### config.mk
export PLATFORM = sky130hd
export DESIGN_NAME = cym_meas_ctrl
export DESIGN_NICKNAME = d
export VERILOG_FILES = /design/src/rtl/cym_pkg.sv /design/src/rtl/cym_down_cnt.sv /design/src/rtl/cym_meas_ctrl.sv
export SDC_FILE = /design/constraint.sdc
export NUM_CORES = 1
export LEC_CHECK = 0
export ABC_AREA = 1
export ABC_CLOCK_PERIOD_IN_PS = 2400
export BUFFER_PORTS_ARGS = -buffer_cell sky130_fd_sc_hd__buf_2
export CAP_MARGIN = 15
export CORE_MARGIN = 8
export CORE_UTILIZATION = 56
export DETAILED_ROUTE_END_ITERATION = 10
export HOLD_SLACK_MARGIN = 0.15
export PLACE_DENSITY = 0.85
export SYNTH_ARGS = -nofsm -noshare
export SYNTH_HDL_FRONTEND = slang
export SYNTH_SLANG_ARGS = --single-unit
### constraint.sdc
create_clock -name sys_clk -period 2.4 [get_ports sys_clk]
set_input_delay 0.24 -clock sys_clk [delete_from_list [all_inputs] [get_ports sys_clk]]
set_output_delay 0.24 -clock sys_clk [all_outputs]
set_load 0.005 [all_outputs]
### src/rtl/cym_pkg.sv
// Shared types and constants for the measurement controller.
// The FSM state encoding, the result width and the error code loaded on timeout.
package cym_pkg;
   localparam int DATA_W = 22;
   localparam logic [DATA_W-1:0] ERR_CODE = 22'h3FFFFF;

   typedef enum logic [2:0] {
      ST_IDLE,
      ST_GATE,
      ST_WAIT_DONE,
      ST_DISP,
      ST_HOLD
   } state_t;

   function automatic int max3(input int a, input int b, input int c);
      int m;
      m = (a > b) ? a : b;
      return (m > c) ? m : c;
   endfunction
endpackage

### src/rtl/cym_down_cnt.sv
// Loadable down-counter with a zero flag; load wins over decrement.
// Latency: one cycle from load/decrement to the new count. Saturates at zero.
module cym_down_cnt #(
   parameter int W = 8
) (
   input  logic         i_clk,
   input  logic         i_rst,
   input  logic         i_load,
   input  logic [W-1:0] i_load_val,
   input  logic         i_dec,
   output logic         o_zero
);
   logic [W-1:0] r_cnt;

   always_ff @(posedge i_clk) begin
      if (i_rst) begin
         r_cnt <= '0;
      end else if (i_load) begin
         r_cnt <= i_load_val;
      end else if (i_dec && (r_cnt != '0)) begin
         r_cnt <= r_cnt - 1'b1;
      end
   end

   assign o_zero = (r_cnt == '0);
endmodule

### src/rtl/cym_meas_ctrl.sv
// Sequences gate / wait-for-result / display handshake / hold for a frequency counter core.
// Latency: all outputs registered, one cycle after the sampled trigger/done/ack.
module cym_meas_ctrl
   import cym_pkg::*;
#(
   parameter int GATE_CYCLES    = 50000000,
   parameter int TIMEOUT_CYCLES = 1000000,
   parameter int HOLD_CYCLES    = 25000000
) (
   input  logic              sys_clk,
   input  logic              rst,
   input  logic              en,
   input  logic              single,
   output logic              meas_start,
   output logic              meas_gate,
   input  logic              meas_done,
   input  logic [DATA_W-1:0] meas_data,
   output logic [DATA_W-1:0] data_fx,
   output logic              disp_req,
   input  logic              disp_ack,
   output logic              timeout,
   output logic              busy
);
   localparam int CNT_MAX = max3(GATE_CYCLES, TIMEOUT_CYCLES, HOLD_CYCLES);
   localparam int CNT_W   = (CNT_MAX > 1) ? $clog2(CNT_MAX) : 1;

   // Each phase loads N-1 and leaves when the counter reads zero, giving N cycles.
   localparam logic [CNT_W-1:0] GATE_LD = CNT_W'(GATE_CYCLES - 1);
   localparam logic [CNT_W-1:0] TO_LD   = CNT_W'(TIMEOUT_CYCLES - 1);
   localparam logic [CNT_W-1:0] HOLD_LD = CNT_W'(HOLD_CYCLES - 1);

   state_t            r_state;
   state_t            w_state_nxt;
   logic              r_start;
   logic              r_gate;
   logic              r_disp;
   logic              r_timeout;
   logic              r_busy;
   logic [DATA_W-1:0] r_data;

   logic              w_start_nxt;
   logic              w_timeout_nxt;
   logic [DATA_W-1:0] w_data_nxt;
   logic              w_load;
   logic [CNT_W-1:0]  w_load_val;
   logic              w_dec;
   logic              w_zero;

   cym_down_cnt #(.W(CNT_W)) u_cnt (
      .i_clk      (sys_clk),
      .i_rst      (rst),
      .i_load     (w_load),
      .i_load_val (w_load_val),
      .i_dec      (w_dec),
      .o_zero     (w_zero)
   );

   always_ff @(posedge sys_clk) begin
      if (rst) begin
         r_state <= ST_IDLE;
      end else begin
         r_state <= w_state_nxt;
      end
   end

   always_comb begin
      w_state_nxt   = r_state;
      w_load        = 1'b0;
      w_load_val    = '0;
      w_dec         = 1'b0;
      w_data_nxt    = r_data;
      w_timeout_nxt = r_timeout;
      case (r_state)
         ST_IDLE: begin
            if (en || single) begin
               w_state_nxt = ST_GATE;
               w_load      = 1'b1;
               w_load_val  = GATE_LD;
            end
         end
         ST_GATE: begin
            if (w_zero) begin
               w_state_nxt = ST_WAIT_DONE;
               w_load      = 1'b1;
               w_load_val  = TO_LD;
            end else begin
               w_dec = 1'b1;
            end
         end
         ST_WAIT_DONE: begin
            // A result arriving on the last timeout cycle takes priority over the error code.
            if (meas_done) begin
               w_state_nxt   = ST_DISP;
               w_load        = 1'b1;
               w_data_nxt    = meas_data;
               w_timeout_nxt = 1'b0;
            end else if (w_zero) begin
               w_state_nxt   = ST_DISP;
               w_load        = 1'b1;
               w_data_nxt    = ERR_CODE;
               w_timeout_nxt = 1'b1;
            end else begin
               w_dec = 1'b1;
            end
         end
         ST_DISP: begin
            if (disp_ack) begin
               w_state_nxt = ST_HOLD;
               w_load      = 1'b1;
               w_load_val  = HOLD_LD;
            end
         end
         ST_HOLD: begin
            if (w_zero) begin
               w_load = 1'b1;
               if (en) begin
                  w_state_nxt = ST_GATE;
                  w_load_val  = GATE_LD;
               end else begin
                  w_state_nxt = ST_IDLE;
               end
            end else begin
               w_dec = 1'b1;
            end
         end
         default: begin
            w_state_nxt = ST_IDLE;
            w_load      = 1'b1;
         end
      endcase
      w_start_nxt = (w_state_nxt == ST_GATE) && (r_state != ST_GATE);
   end

   always_ff @(posedge sys_clk) begin
      if (rst) begin
         r_start   <= 1'b0;
         r_gate    <= 1'b0;
         r_disp    <= 1'b0;
         r_timeout <= 1'b0;
         r_busy    <= 1'b0;
         r_data    <= '0;
      end else begin
         r_start   <= w_start_nxt;
         r_gate    <= (w_state_nxt == ST_GATE);
         r_disp    <= (w_state_nxt == ST_DISP);
         r_timeout <= w_timeout_nxt;
         r_busy    <= (w_state_nxt != ST_IDLE);
         r_data    <= w_data_nxt;
      end
   end

   assign meas_start = r_start;
   assign meas_gate  = r_gate;
   assign disp_req   = r_disp;
   assign timeout    = r_timeout;
   assign busy       = r_busy;
   assign data_fx    = r_data;
endmodule

==> results.cfg <==
[status]
status = finished clean

[global_routing]
track_usage = 0.199
gr-total-overflow = 0
grt_max_degree = 29
antenna_found_initial = 0
grt_pass1_vias = 3128
grt_pass1_wl_mm = 14.0

[logic_synthesis]
ys_types = 27
synth.mux.area_fraction = 0
synth_fa_ha_area_frac = 0.00389
yosys.area_share.simple = 0.436
yosysSeqAreaShare = 0.348
synthesis.area_sq_mm = 0.00322
synth_compound_area_frac = 0.0559
synth_xor_area_frac = 0.0435
synth.avg_cell_area_sq_um = 6.34
yosysTopAreaCell = dfxtp_1
synth_nets = 537
synth.area.top_cells = dfxtp_1 (35%), nor2_1 (18%), nand2_1 (10%)
ys_ff_latch = 56
synth_top_area_share = 0.348
synth_top_family_by_area = simple AND/OR/NAND/NOR gates
syn_inst = 508
ys_warn_count = 0

[cts]
cts.htree.levels = 2
clk_latency_ns = 0.32
cts-root-buf = clkbuf_8
cts_buffers = 5
post_cts_buffers = 0
hold_buffers = 0
clkTransAtPathRegs_ns = 0.12
clkSinkCount = 56
tritoncts = yes
cts.repair.resized = 0
clockBufferDepth = 2

[place]
dp.cells = 620
pre_cts_slack_ns = 0.246
io_buffer_count = 54
gp_congestion = 0.959
dpl.hpwl_mm = 6.35

[route]
drt_pass1_iterations = 5
detail-route-antenna-nets = 0
routedWlPerCell_microns = 13.6
wirelength_mm = 8.57
vias = 3393
drt_iter0_drc = 299
drc = 0
viasPerCell = 5.40

[flow_run]
maxCapViolCount = 0

[floorplanning]
std_cell_rows = 27
initial_utilization = 0.581
die_w_microns = 91.8
io_pins = 55
coreArea_sq_mm = 0.00554
die_h_microns = 91.8
dieArea_sq_mm = 0.00843

[timing]
maxSlewViolCount = 0
worst_pin_slew_ns = 0.545
period_needed_ns = 2.18
max_slew_margin = 0.636
fmax_mhz = 458
worst_clock_skew_ns = 0.0110
period_share = 0.910
setup_tns_ns = 0
final_hold_viol_count = 0
setup_violations = 0
rsz0062_at_grt = no
worst_slack_ns = 0.215

[worst_setup_path]
critPathSlowestCell = nand2_1
end_kind = register
critPathMaxFanout = 15
slowest_delay_ns = 0.38
cp.required_ns = 2.63
cp_cell_sequence = inv_1 -> ha_1 -> nand2_2 -> nor2_8 -> nand2_1 -> o21ai_1 -> nand2_2 -> nand2_1 -> nor2_1 -> nor2_1 -> nor2_1
crit_family = simple AND/OR/NAND/NOR gates
cp_num_buf_inv = 1
cp_common_cell = nor2_1
start_kind = register
worst-setup-path-type = reg2reg
arrival_ns = 2.41

[power]
finalPower_mw = 2.26
leakage_nw = 1.83
ir_worst_vdd_v = 0.000457
power_density_mw_per_mm2 = 627

[finish]
fin_cells = 628
final_util = 0.651
syn_to_final_growth_pct = 12.0
multi_input_area_sq_mm = 0.00174
num-fill-cells = 517
diodes = 0
fin_nets = 584
regArea_sq_mm = 0.00112
drive_gt1_frac = 0.155

[min_path]
hp-class = in2reg
[kinds of logic (layout without fill, tap and decap cells)]
group                      after synthesis  after routing
buffers and inverters                   83            131
xor gates and xnor gates                16             16
DFF                                     56             56
adders and majority gates                1              1
and+or+nand+nor                        317            317
AOI/OAI and AO/OA                       35             35
[worst paths after layout]
kind	startpoint	end	slack (ns)	cells past startpoint
hold reg to reg	data_fx[2]	data_fx[2]	0.48	2
hold / removal	meas_data[19]	data_fx[19]	0.17	3
setup reg to reg	u_cnt.r_cnt[0]	u_cnt.r_cnt[21]	0.22	11
setup / recovery	u_cnt.r_cnt[0]	u_cnt.r_cnt[21]	0.22	11
[worst register-to-register path: stages, from the launching register on]
cell and delay (ns):
dfxtp_1 0.32, inv_1 0.12, ha_1 0.22, nand2_2 0.13, nor2_8 0.21, nand2_1 0.07
o21ai_1 0.16, nand2_2 0.22, nand2_1 0.39, nor2_1 0.08, nor2_1 0.12, nor2_1 0.06
[sequential cells by signal, indices dropped and copies added (netlist names)]
name         count
r_state          3
busy             1
timeout          1
data_fx         22
meas_gate        1
meas_start       1
u_cnt.r_cnt     26
disp_req         1
[stage by stage]
| stage | cell area (sq um) | hold WS [ns] |
|---|---|---|
| floorplan | 3220 | 0.321 |
| global placement | 3510 | 0.444 |
| detailed placement | 3510 | 0.452 |
| CTS | 3610 | 0.166 |
| global route | 3610 | 0.178 |
| finish | 3610 | 0.170 |
[synth_stat cells (all sizes together)]
cell and count:
ha 1, a21oi 6, nand2 92, nor3 3, nor3b 1, nand3 18
nand4 45, o22ai 4, nor2 157, o21ai 25, dfxtp 56, clkbuf 7
and2 1, xor2 16, buf 16, inv 60
[layout make-up]
class / count / area share
multi-input combinational: 369 / 0.481
sequential: 56 / 0.311
timing repair buffer: 63 / 0.0936
inverter: 60 / 0.0624
tap: 72 / 0.0250
clock buffer: 5 / 0.0191
clock inverter: 3 / 0.00798
[routing by layer]
metal	track usage	up-vias	wire length, microns
met1	0.236	1530	3680
met3	0.0668	11	817
met2	0.336	152	3980
met4	0.0523	0	94
met5	0	-	0
li1	-	1700	-
[where the power goes]
part	switching (mW)	leakage (nW)	internal (mW)	total [mW]
registers	0.0552	0.458	0.988	1.04
logic	0.416	1.33	0.223	0.640
clock network	0.359	0.0511	0.222	0.581
[cell usage in the layout (no fill, tap or decap), drive strengths merged]
cell type and count:
o21ai 25, nor3 3, nand3 18, nand2 92, nand4 45, ha 1
nor3b 1, inv 63, and2 1, buf 63, o22ai 4, nor2 157
xor2 16, dfxtp 56, a21oi 6, clkbuf 5
(Power assumes the default switching activity.)
